### config.mk
export PLATFORM = sky130hd
export DESIGN_NAME = my_parity_serial
export DESIGN_NICKNAME = d
export VERILOG_FILES = /design/src/rtl/my_parity_serial_pkg.sv /design/src/rtl/my_xor2.sv /design/src/rtl/my_parity_serial.sv
export SDC_FILE = /design/constraint.sdc
export NUM_CORES = 1
export LEC_CHECK = 0
export ABC_AREA = 1
export CORE_MARGIN = 2
export CORE_UTILIZATION = 53
export DETAILED_ROUTE_END_ITERATION = 12
export GPL_TIMING_DRIVEN = 0
export MAX_ROUTING_LAYER = met4
export PLACE_DENSITY_LB_ADDON = 0.15
export SLEW_MARGIN = 15
export SYNTH_ARGS = -nofsm -noshare
export SYNTH_HDL_FRONTEND = slang
export SYNTH_SLANG_ARGS = --single-unit
export TNS_END_PERCENT = 20
### constraint.sdc
create_clock -name clk -period 3.82 [get_ports clk]
set_clock_uncertainty 0.2 [all_clocks]
set_input_delay 0.573 -clock clk [delete_from_list [all_inputs] [get_ports clk]]
set_output_delay 0.573 -clock clk [all_outputs]
set_load 0.02 [all_outputs]
### src/rtl/my_parity_serial_pkg.sv
// Shared types and constants for the serial parity generator/checker.
// State encodings and mode values are kept here so every file agrees on them.
package my_parity_serial_pkg;

    typedef enum logic [1:0] {
        ST_IDLE  = 2'd0,
        ST_SHIFT = 2'd1,
        ST_CHECK = 2'd2,
        ST_DONE  = 2'd3
    } state_t;

    localparam logic MODE_GEN = 1'b0;
    localparam logic MODE_CHK = 1'b1;

endpackage

### src/rtl/my_xor2.sv
// Two-input XOR gate from the basic-gate set.
module my_xor2 (
    input  logic a,
    input  logic b,
    output logic y
);

    assign y = a ^ b;

endmodule

### src/rtl/my_parity_serial.sv
// Serial parity generator/checker: folds WIDTH bits through an XOR feedback loop,
// then either reports the parity bit or compares it with a trailing received bit.
module my_parity_serial
    import my_parity_serial_pkg::*;
#(
    parameter int   WIDTH = 8,
    parameter logic ODD   = 1'b0,
    parameter int   CNT_W = 4
) (
    input  logic             clk,
    input  logic             reset_n,
    input  logic             start,
    input  logic             mode,
    input  logic             din,
    input  logic             din_valid,
    output logic             busy,
    output logic             done,
    output logic             parity,
    output logic             error,
    output logic [CNT_W-1:0] bit_cnt
);

    localparam logic [CNT_W-1:0] LAST_C  = CNT_W'(WIDTH - 1);
    localparam logic [CNT_W-1:0] WIDTH_C = CNT_W'(WIDTH);

    state_t state_reg;
    logic   acc_reg;
    logic   mode_reg;
    logic   acc_next;

    my_xor2 u_acc_xor (
        .a (acc_reg),
        .b (din),
        .y (acc_next)
    );

    always_ff @(posedge clk) begin
        if (!reset_n) begin
            state_reg <= ST_IDLE;
            acc_reg   <= 1'b0;
            mode_reg  <= MODE_GEN;
            busy      <= 1'b0;
            done      <= 1'b0;
            parity    <= 1'b0;
            error     <= 1'b0;
            bit_cnt   <= '0;
        end else begin
            done <= 1'b0;
            case (state_reg)
                ST_IDLE: begin
                    if (start) begin
                        state_reg <= ST_SHIFT;
                        busy      <= 1'b1;
                        acc_reg   <= ODD;
                        bit_cnt   <= '0;
                        mode_reg  <= mode;
                        parity    <= 1'b0;
                        error     <= 1'b0;
                    end
                end
                ST_SHIFT: begin
                    if (din_valid) begin
                        acc_reg <= acc_next;
                        if (bit_cnt != WIDTH_C) begin
                            bit_cnt <= bit_cnt + 1'b1;
                        end
                        if (bit_cnt == LAST_C) begin
                            parity <= acc_next;
                            if (mode_reg == MODE_CHK) begin
                                state_reg <= ST_CHECK;
                            end else begin
                                state_reg <= ST_DONE;
                                busy      <= 1'b0;
                                done      <= 1'b1;
                            end
                        end
                    end
                end
                ST_CHECK: begin
                    // The next valid bit is the received parity, not data.
                    if (din_valid) begin
                        error     <= parity ^ din;
                        state_reg <= ST_DONE;
                        busy      <= 1'b0;
                        done      <= 1'b1;
                    end
                end
                ST_DONE: begin
                    state_reg <= ST_IDLE;
                end
                default: begin
                    state_reg <= ST_IDLE;
                    busy      <= 1'b0;
                end
            endcase
        end
    end

endmodule

==> results of run 1 <==
[cell families (layout without fill, tap and decap cells)]
group	Yosys count	after routing	share of synthesized area (%)
flops	12	12	31.63
simple gates	51	51	32.13
buf+inv	19	36	11.04
fa+ha+maj	6	6	9.884
xor+xnor	1	1	1.153
compound gates	20	20	14.17
[metal layers]
metal / GRT usage (%) / wire length, um
met1: 25.67 / 797
met2: 33.75 / 757
met3: 3.478 / 58
met4: 7.742 / 20
met5: - / 0
[final timing paths]
path	end	slack (ns)	cells after the start
max	bit_cnt[2]	1.69	1
min	error$_SDFFE_PN0P_	0.28	2
max reg2reg	bit_cnt[0]$_SDFFE_PN0P_	2.05	8
min reg2reg	error$_SDFFE_PN0P_	0.28	2
[stage by stage]
step           hold WS, ns  cell area, um^2  power (uW)
5_1_grt             0.3136            944.7       710.3
4_1_cts             0.2874            944.7       659.0
6_report            0.2829            944.7       659.4
2_1_floorplan       0.2560            759.5       453.0
3_3_place_gp        0.2640            908.4       542.2
3_5_place_dp        0.2780            908.4       554.9
[final cells by class]
cell class	count	area (um^2)	share of cell area [%]
multi-input combinational	78	435.4	46.09
inverter	18	72.57	7.682
timing repair buffer	13	130.1	13.77
tap	15	18.77	1.987
buffer	1	11.26	1.192
clock buffer	4	36.28	3.841
sequential	12	240.2	25.43
[power breakdown]
group	total (uW)	internal (uW)	leakage, uW	switching (uW)
Combinational	361	141	0.000280	220
Sequential	193	159	0.0000981	33.7
Clock	105	58.0	0.0000210	47.3
[placed cells by master (no fill, tap or decap), types with 3 or more instances in the layout]
cell             instances
o21ai_0                  5
a21oi_1                 12
clkdlybuf4s50_1         13
nand3_1                  8
clkbuf_4                 3
inv_1                   16
ha_1                     6
nor2_1                  11
nand2_1                 23
dfxtp_1                 12
==> metrics.yaml, run 1 <==
synth:
  synth_area_leaders: "dfxtp_1 32%, nand2_1 11%, ha_1 9.9%"
  synth_fp_nets: 121
  synth.most_common_cell: "nand2_1"
  synth_cell_types: 22
  synth_edf_count: 0
  ys_seq_area_share_pct: 31.63
  async_flop_share_pct: 0
  yosys_warnings: 0
  synthCells: 109
  postSynthAreaPerCell_um2: 6.968
  synth_ff_type: "dfxtp_1"
  synth_top_area_share_pct: 31.63
  synthTopCellsByCount: "23 x nand2_1, 16 x inv_1, 12 x a21oi_1, 12 x dfxtp_1, 11 x nor2_1"
  syn_area_um2: 759.5
  synth-seq-cells: 12
  yosysTopAreaCell: "dfxtp_1"
cells_and_area:
  insertedDiodeCount: 0
  final_core_util_pct: 71.70
  nets: 139
  fill_cells: 100
  final_cells: 141
  area_delta_synth_final_pct: 24.38
  drive_gt1_share_pct: 11.11
  largest_reg_flops: 4
detailed_routing:
  via_per_inst: 5.128
  drc_errors: 0
  drt_pre_antenna_iters: 4
  drtAntennaViolNets: 0
  wl_per_cell_um: 11.58
  drt_iter0_drc: 17
  wl_um: 1633
  vias: 723
grt:
  grt.total_usage_pct: 20.76
  grt_pass1_wl_um: 2739
  grt-ovfl-total: 0
  antenna_found_initial: 0
  grt_max_degree: 11
  grt_pass1_vias: 664
clocking:
  htree_levels: 1
  cts_num_sinks: 12
  clock_path_buffers: 2
  cts_tree: "built"
  cts-root-buf: "clkbuf_4"
  clk_latency_ns: 0.28
  cts_buffers: 3
  cts_resized: 0
  postCtsHoldBufs: 0
  clkTransAtPathRegs_ns: 0.08
  cts_setup_buffers: 0
sta:
  rsz0062_at_grt: "no"
  min_period_over_period_pct: 55.71
  fmax_mhz: 469.9
  slew_headroom_pct: 80.45
  final.min_clock_period_ns: 2.128
  finalHoldViolCount: 0
  finalSetupTns_ns: 0
  worst_pin_slew_ns: 0.2923
  finalWorstSetupSlack_ns: 1.692
  setup_viol: 0
  final_max_slew_viol_count: 0
worst_hold_path:
  min_path_type: "register to register"
  worstHoldStart: "error$_SDFFE_PN0P_"
placed_design:
  hpwl_um: 1259
  dpl_worst_slack_ns: 1.768
  gp_congestion: 0.8122
  dpl.cell_count: 137
  port_buffers: 13
critical_path:
  path_cells: "clkdlybuf4s50_1"
  cp-startpoint: "bit_cnt[2]$_SDFFE_PN0P_"
  crit_required_ns: 3.05
  critPathArrivalTime_ns: 1.36
  start_kind: "register"
  crit-reg2reg-launch: "state_reg[0]$_SDFFE_PN0P_"
  critical-path-top-delay-family: "buffers and inverters"
  path_buf_inv: 1
  cpMaxStageDelayCell: "clkdlybuf4s50_1"
  path_class: "register to output pin"
  cp-end-kind: "output pin"
  path_max_fanout: 6
  critPathMaxStageDelay_ns: 0.65
floorplanning:
  core-area_um2: 1318
  fp.dieArea_um2: 1752
  pin_count: 14
  num_rows: 13
  die_h_um: 41.86
  initial_utilization_pct: 57.64
  die_w_um: 41.86
flow_run:
  drv_cap: 0
outcome:
  status: "finished, final reports clean"
pwr:
  p_leak_uw: 0.0003993
  peakVddDrop_mv: 0.3678
  power.density_nw_per_um2: 698.1
(Power assumes the default switching activity.)
==> run 2, diff against run 1 <==
- CORE_UTILIZATION: 53 -> 45
- clock period: 3.82 -> 1.9 ns (I/O delays scaled with it)
==> metrics.yaml, run 2 (synthesis results as in run 1) <==
critical_path:
  crit_required_ns: 1.41
  cp-end-kind: "output pin"
  path_max_fanout: 6
  path_class: "register to output pin"
  path_buf_inv: 1
  path_cells: "clkdlybuf4s50_1"
  critPathMaxStageDelay_ns: 0.64
  r2r_slack_ns: 0.15
  reg2reg_depth: 9
  critPathArrivalTime_ns: 1.36
  crit-reg2reg-launch: "state_reg[1]$_SDFFE_PN0P_"
  critical-path-top-delay-family: "buffers and inverters"
  cpMaxStageDelayCell: "clkdlybuf4s50_1"
  timing.rr.end: "bit_cnt[0]$_SDFFE_PN0P_"
  start_kind: "register"
detailed_routing:
  via_per_inst: 5.042
  drc_errors: 0
  vias: 716
  wl_per_cell_um: 10.81
  drtAntennaViolNets: 0
  drt_pre_antenna_iters: 4
  wl_um: 1535
  drt_iter0_drc: 10
cells_and_area:
  nets: 139
  final_common_cell: "nand2_1"
  final_cell_mix: "23 x nand2_1, 16 x inv_1, 13 x clkdlybuf4s50_1, 12 x a21oi_1"
  area_delta_synth_final_pct: 24.71
  drive_gt1_share_pct: 11.90
  largest_reg_flops: 4
  insertedDiodeCount: 0
grt:
  grt.total_usage_pct: 18.60
  antenna_found_initial: 0
  grt_pass1_vias: 619
  grt-ovfl-total: 0
  grt_pass1_wl_um: 2587
  grt_max_degree: 11
worst_hold_path:
  min_path_type: "register to register"
  worstHoldStart: "error$_SDFFE_PN0P_"
  hold_end: "error$_SDFFE_PN0P_"
  whs_path_depth: 2
outcome:
  status: "finished, final reports clean"
floorplanning:
  core-area_um2: 1541
  fp.dieArea_um2: 2032
  die_w_um: 45.08
  initial_utilization_pct: 49.27
  num_rows: 14
  die_h_um: 45.08
  pin_count: 14
clocking:
  cts_setup_buffers: 0
  cts_num_sinks: 12
  cts-root-buf: "clkbuf_4"
  clock_path_buffers: 2
  cts_buffers: 3
  htree_levels: 1
  clkTransAtPathRegs_ns: 0.08
  postCtsHoldBufs: 0
  clk_latency_ns: 0.28
  cts_tree: "built"
  cts_resized: 0
pwr:
  total_power_uw: 1316
  power.density_nw_per_um2: 1389
  peakVddDrop_mv: 0.6800
  p_leak_uw: 0.0003996
sta:
  min_period_over_period_pct: 96.88
  worst_pin_slew_ns: 0.2532
  finalWorstSetupSlack_ns: 0.05921
  finalHoldViolCount: 0
  holdWs_ns: 0.2866
  final_max_slew_viol_count: 0
  fmax_mhz: 543.2
  slew_headroom_pct: 83.07
  final.min_clock_period_ns: 1.841
  finalSetupTns_ns: 0
  setup_viol: 0
  rsz0062_at_grt: "no"
placed_design:
  port_buffers: 13
  dpl_worst_slack_ns: 0.1391
  gp_congestion: 0.8203
  hpwl_um: 1169
flow_run:
  drv_cap: 0
-- run 2: cell counts in the layout (fill, tap and decap cells not counted) --
Identical to the previous run, type by type.
-- run 2: final cells by class --
type,instances,area (um^2)
repair buffers,13,130.1
inverters,18,72.57
multi-input cells,78,435.4
plain buffers,1,11.26
well taps,16,20.02
flip-flops and latches,12,241.5
clock buffers,4,36.28
fillers,139,594.3
-- run 2: per-stage QoR --
stage,util [%],instances,cell area [um^2]
CTS,61.36,142,945.9
global route,61.44,142,947.2
floorplan,-,109,759.5
finish,61.44,142,947.2
detailed placement,59.01,138,909.6
global placement,59.01,138,909.6
-- run 2: report_power, final --
| part | total [uW] | internal [uW] | switching, uW |
|---|---|---|---|
| clock network | 215 | 117 | 98.2 |
| logic | 712 | 284 | 428 |
| registers | 389 | 322 | 66.9 |
-- run 2: worst max-delay path by stage --
stage	startpoint	to	cells after the start
detailed placement	din_valid	state_reg[1]$_SDFFE_PN0P_	8
finish	bit_cnt[2]$_SDFFE_PN0P_	bit_cnt[2]	1
floorplan	state_reg[1]$_SDFFE_PN0P_	bit_cnt[0]$_SDFFE_PN0P_	9
CTS	bit_cnt[2]$_SDFFE_PN0P_	bit_cnt[2]	1
global placement	start	bit_cnt[0]$_SDFFE_PN0P_	6
global route	state_reg[1]$_SDFFE_PN0P_	bit_cnt[0]$_SDFFE_PN0P_	9
-- run 2: layer usage --
metal	vias to the layer above	GRT usage [%]	part of all wire, %	wire (um)
li1	382	-	-	-
met4	0	12.35	2.9	45
met1	312	25.12	52	793
met2	17	25.71	41	630
met3	5	2.400	4.3	66
met5	-	-	0	0
==> run 3, diff against run 2 <==
- GPL_ROUTABILITY_DRIVEN: default -> 0
==> results of run 3 <==
Final layout, timing and power as in run 2 (identical DEF).
